===== src/rtl/sysid_check_ctrl.sv =====
// Check sequencer and host arbiter for the system-ID slave: verifies ID/timestamp after reset or on
// recheck, then lends the slave to the host read port. Optional error IRQ: SYSID_CHK_ERR_IRQ_EN.
module sysid_check_ctrl #(
  parameter logic [31:0] EXP_ID  = 32'h2F35ABDF,
  parameter logic [31:0] EXP_TS  = 32'h4D49E0DD,
  parameter int unsigned RD_WAIT = 1
) (
  input  logic        clock_i,
  input  logic        reset_i,
  output logic        sid_address_o,
  input  logic [31:0] sid_readdata_i,
  input  logic        host_read_i,
  input  logic        host_address_i,
  output logic        host_waitrequest_o,
  output logic [31:0] host_readdata_o,
  output logic        host_readdatavalid_o,
  input  logic        recheck_i,
  output logic        check_done_o,
  output logic        id_ok_o,
`ifdef SYSID_CHK_ERR_IRQ_EN
  output logic        ts_ok_o,
  output logic        irq_o,
  input  logic        irq_ack_i
`else
  output logic        ts_ok_o
`endif
);

  typedef enum logic [1:0] {S_CHK_ID, S_CHK_TS, S_IDLE, S_HOST} state_t;

  localparam logic [3:0] CNT_INIT = 4'(RD_WAIT);

  state_t      state_q;
  logic [3:0]  cnt_q, cnt_d;
  logic        sample_d;
  logic        sid_addr_q;
  logic [31:0] rdata_q;
  logic        rvalid_q;
  logic        done_q, id_ok_q, ts_ok_q;
  logic        rchk_pend_q;
  logic        id_match, ts_match;
`ifdef SYSID_CHK_ERR_IRQ_EN
  logic        irq_q;
`endif

  // The slave read completes on the edge where the wait counter has run out.
  assign sample_d = (cnt_q == 4'd0);
  assign cnt_d    = sample_d ? CNT_INIT : (cnt_q - 4'd1);
  assign id_match = (sid_readdata_i == EXP_ID);
  assign ts_match = (sid_readdata_i == EXP_TS);

  always_ff @(posedge clock_i or posedge reset_i) begin
    if (reset_i) begin
      state_q     <= S_CHK_ID;
      cnt_q       <= CNT_INIT;
      sid_addr_q  <= 1'b0;
      rdata_q     <= '0;
      rvalid_q    <= 1'b0;
      done_q      <= 1'b0;
      id_ok_q     <= 1'b0;
      ts_ok_q     <= 1'b0;
      rchk_pend_q <= 1'b0;
`ifdef SYSID_CHK_ERR_IRQ_EN
      irq_q       <= 1'b0;
`endif
    end else begin
      rvalid_q <= 1'b0;
`ifdef SYSID_CHK_ERR_IRQ_EN
      if (irq_ack_i) irq_q <= 1'b0;
`endif
      case (state_q)
        S_CHK_ID, S_CHK_TS: begin
          if (recheck_i) begin
            state_q    <= S_CHK_ID;
            cnt_q      <= CNT_INIT;
            sid_addr_q <= 1'b0;
            done_q     <= 1'b0;
            id_ok_q    <= 1'b0;
            ts_ok_q    <= 1'b0;
          end else begin
            cnt_q <= cnt_d;
            if (sample_d) begin
              if (state_q == S_CHK_ID) begin
                id_ok_q    <= id_match;
                sid_addr_q <= 1'b1;
                state_q    <= S_CHK_TS;
              end else begin
                ts_ok_q <= ts_match;
                done_q  <= 1'b1;
                state_q <= S_IDLE;
`ifdef SYSID_CHK_ERR_IRQ_EN
                // Set beats a same-cycle acknowledge.
                if (!(id_ok_q && ts_match)) irq_q <= 1'b1;
`endif
              end
            end
          end
        end
        S_IDLE: begin
          if (recheck_i) begin
            state_q    <= S_CHK_ID;
            cnt_q      <= CNT_INIT;
            sid_addr_q <= 1'b0;
            done_q     <= 1'b0;
            id_ok_q    <= 1'b0;
            ts_ok_q    <= 1'b0;
          end else if (host_read_i) begin
            sid_addr_q <= host_address_i;
            cnt_q      <= CNT_INIT;
            state_q    <= S_HOST;
          end
        end
        S_HOST: begin
          // A recheck cannot abort an accepted host read; remember it for afterwards.
          if (recheck_i) begin
            rchk_pend_q <= 1'b1;
            done_q      <= 1'b0;
            id_ok_q     <= 1'b0;
            ts_ok_q     <= 1'b0;
          end
          cnt_q <= cnt_d;
          if (sample_d) begin
            rdata_q  <= sid_readdata_i;
            rvalid_q <= 1'b1;
            if (rchk_pend_q || recheck_i) begin
              rchk_pend_q <= 1'b0;
              sid_addr_q  <= 1'b0;
              state_q     <= S_CHK_ID;
            end else begin
              state_q <= S_IDLE;
            end
          end
        end
        default: state_q <= S_CHK_ID;
      endcase
    end
  end

  assign sid_address_o        = sid_addr_q;
  assign host_waitrequest_o   = (state_q != S_IDLE) | recheck_i | rchk_pend_q;
  assign host_readdata_o      = rdata_q;
  assign host_readdatavalid_o = rvalid_q;
  assign check_done_o         = done_q;
  assign id_ok_o              = id_ok_q;
  assign ts_ok_o              = ts_ok_q;
`ifdef SYSID_CHK_ERR_IRQ_EN
  assign irq_o                = irq_q;
`endif

endmodule


===== config.mk =====
export PLATFORM = sky130hd
export DESIGN_NAME = sysid_check_ctrl
export DESIGN_NICKNAME = d
export VERILOG_FILES = /design/src/rtl/sysid_check_ctrl.sv
export SDC_FILE = /design/constraint.sdc
export NUM_CORES = 1
export LEC_CHECK = 0
export ABC_AREA = 0
export ABC_CLOCK_PERIOD_IN_PS = 2200
export BUFFER_PORTS_ARGS = -buffer_cell sky130_fd_sc_hd__buf_2
export CAP_MARGIN = 20
export CORE_ASPECT_RATIO = 1.25
export CORE_MARGIN = 1.5
export CORE_UTILIZATION = 45
export CTS_BUF_LIST = sky130_fd_sc_hd__clkbuf_8
export DETAILED_ROUTE_END_ITERATION = 6
export PLACE_DENSITY_LB_ADDON = 0.05
export SLEW_MARGIN = 20
export SYNTH_ARGS = -nofsm -noshare
export SYNTH_HDL_FRONTEND = slang
export SYNTH_SLANG_ARGS = --single-unit
export TNS_END_PERCENT = 20

===== constraint.sdc =====
create_clock -name clock_i -period 2.2 [get_ports clock_i]
set_clock_uncertainty 0.05 [all_clocks]
set_input_delay 0.22 -clock clock_i [delete_from_list [all_inputs] [get_ports clock_i]]
set_output_delay 0.22 -clock clock_i [all_outputs]
set_load 0.1 [all_outputs]

==> metrics.cfg <==
[outcome]
status=complete, no violations

[power]
pwr-share-seq=0.313
vdd_ir_drop_max_uv=866
pwr-share-clk=0.162
swShare=0.531
pwr-share-comb=0.525
leakage_nw=1.34
p_int_mw=1.76
powerDensity_nw_per_um2=1490
power.switching_mw=2.00

[logic_synthesis]
synth_area_um2=1980
ys_ff_latch=44
synth_edf_count=0
synthTopCellsByCount=dfrtp_1, mux2_2, a21oi_1, inv_1, nand2_1
ys.flop_type=dfrtp_1
synthCells=154
yosysTopAreaCellShare=0.542
synth_warnings=0
yosysTopAreaCell=dfrtp_1
synthArstFlopShare=1.00
seq_area_frac_synth=0.555
syn_nets=193
yosysMostFrequentCell=dfrtp_1
syn_area_per_cell_um2=12.9
synth_area_leaders=dfrtp_1, mux2_2, buf_6
synth_cell_type_count=40

[clock_network]
cts_resized=0
cts_tree=yes
cts_buffer_depth=2
clkLatencyLatePin_ns=0.30
root_buffer=clkbuf_8
hold_buffers=1
cts_setup_buffers=0
cts_htree_levels=2
numCtsBuffers=5
clk_pin_slew_ns=0.08
clock-sinks=44

[drt]
drc=0
antenna_left=0
dr.pass1.iters=4
wire_per_inst_um=14.6
viasPerCell=5.22
vias=1519
totalWireLength_mm=4.25
initialDrtViolationCount=49

[floorplanning]
num_rows=26
start_util=0.477
io_pins=75
fp.dieW_um=62.4
die_h_um=77.2
core_um2=4160
die_area_um2=4820

[placed_design]
gp_congestion=0.819
post-dp-hpwl_mm=3.28
place_area_um2=2410
port-buffer-count=74

[critical_path]
crit_required_ns=2.33
crit_arrival_ns=2.19
crit_chain=inv_1 -> ha_1 -> or3b_4 -> nor3_4 -> buf_4 -> mux2_2
end_kind=flip-flop
worstSetupStartpointType=flip-flop
critical_path_class=reg2reg
cp_max_fo=17
crit_family=simple AND/OR/NAND/NOR gates
crit_buf_inv=2
slowest_stage=or3b_4
cp_slowest_stage_delay_ns=0.42

[timing]
finalSetupViolations=0
rsz0062_at_grt=false
hold_viol_final=0
tns_ns=0
slew-limit-headroom=0.670
max_freq_ghz=0.485
worst_pin_slew_ns=0.498
finalMaxSlewViolations=0
holdWs_ns=0.111
post-route-period-util=0.936
period_needed_ns=2.06

[global_route]
grt_usage=0.187
met3_usage=0.0572
grt_pass1_vias=1581
grt_overflow=0
grt_util_met2=0.337
grt_max_degree=18
met1_usage=0.213
grt_pass1_wl_mm=7.08
antenna_found_initial=0
grt_most_used_layer=met2

[cells_and_area]
antenna_cells=0
drive_gt1_frac=0.523
nets=273
final_cell_area_um2=2530
syn_to_final_growth_pct=27.4

[hold_path]
hp-class=in2reg

[job]
maxCapViolations=0

[registers in the layout, summed over array words and instances, names as in the netlist]
signal                count
check_done_o              1
cnt_q                     4
host_readdata_o          32
host_readdatavalid_o      1
id_ok_o                   1
rchk_pend_q               1
sid_address_o             1
state_q                   2
ts_ok_o                   1
[layout by cell type (no fill, tap or decap), types with 2 or more instances in the layout]
master    instances
nor4bb_1          2
nand3b_1          3
a31oi_1           4
nand3_1           3
buf_2            74
inv_1             5
ha_1              2
buf_4             4
o21ai_0           4
nand2_1           6
or3_1             3
clkbuf_8          5
nor4b_1           3
nor2_1            5
mux2_2           31
nand4b_1          2
a21oi_1           6
nor3_1            4
dfrtp_1          43
[worst register-to-register path: stages (launching register included)]
cell and delay [ns]:
dfrtp_1 0.38, inv_1 0.10, ha_1 0.20, or3b_4 0.42, nor3_4 0.14, buf_4 0.28, mux2_2 0.37
[metal layers]
layer | vias to the layer above | part of all wire | wire [um]
li1 | 723 | - | -
met1 | 737 | 0.39 | 1660
met2 | 52 | 0.52 | 2220
met3 | 7 | 0.072 | 307
met4 | 0 | 0.013 | 56
met5 | - | 0 | 0
[final timing paths]
path	to	startpoint	slack [ns]	depth (start not counted)
setup / recovery	host_readdata_o[18]$_DFFE_PP0P_	cnt_q[1]$_DFFE_PP0P_	0.14	6
hold / removal	host_readdata_o[26]$_DFFE_PP0P_	sid_readdata_i[26]	0.11	2
setup reg to reg	host_readdata_o[18]$_DFFE_PP0P_	cnt_q[1]$_DFFE_PP0P_	0.14	6
hold reg to reg	ts_ok_o$_DFFE_PP0P_	ts_ok_o$_DFFE_PP0P_	0.45	2
max in group asynchronous	cnt_q[0]$_DFFE_PP1P_	reset_i	1.15	4
min in group asynchronous	host_readdata_o[24]$_DFFE_PP0P_	reset_i	0.38	3
[cells by family after synthesis]
group	synth area share
buf+inv	0.0359
fa+ha+maj	0.0126
xor+xnor	0.00441
simple gates	0.146
flops	0.555
mux	0.182
compound gates	0.0637
[metrics by stage]
stage          utilization  power [mW]  instances  setup slack, ns
2_1_floorplan            -        2.84        154            0.242
4_1_cts              0.607        3.79        291            0.136
3_5_place_dp         0.578        3.17        282            0.176
6_report             0.607        3.76        291            0.140
5_1_grt              0.607        3.92        291           0.0561
3_3_place_gp         0.578        3.14        282            0.225
[area by class of cell]
cell class	instances	area, um^2
Multi-Input combinational cell	98	811
Fill cell	373	1640
Inverter	6	22.5
Clock buffer	5	68.8
Tap cell	56	70.1
Sequential cell	44	1100
Timing Repair Buffer	79	410
Clock inverter	3	42.5
[power by group through the flow]
| stage | Sequential, mW | Combinational [mW] | Clock, mW |
|---|---|---|---|
| final | 1.18 | 1.97 | 0.610 |
| after global routing | 1.21 | 2.05 | 0.660 |
| after CTS | 1.18 | 1.98 | 0.624 |
| after detailed placement | 1.19 | 1.98 | 0 |
| after global placement | 1.18 | 1.96 | 0 |
| after floorplan | 2.39 | 0.446 | 0 |
Note: power is estimated with default switching activity, not from simulation.
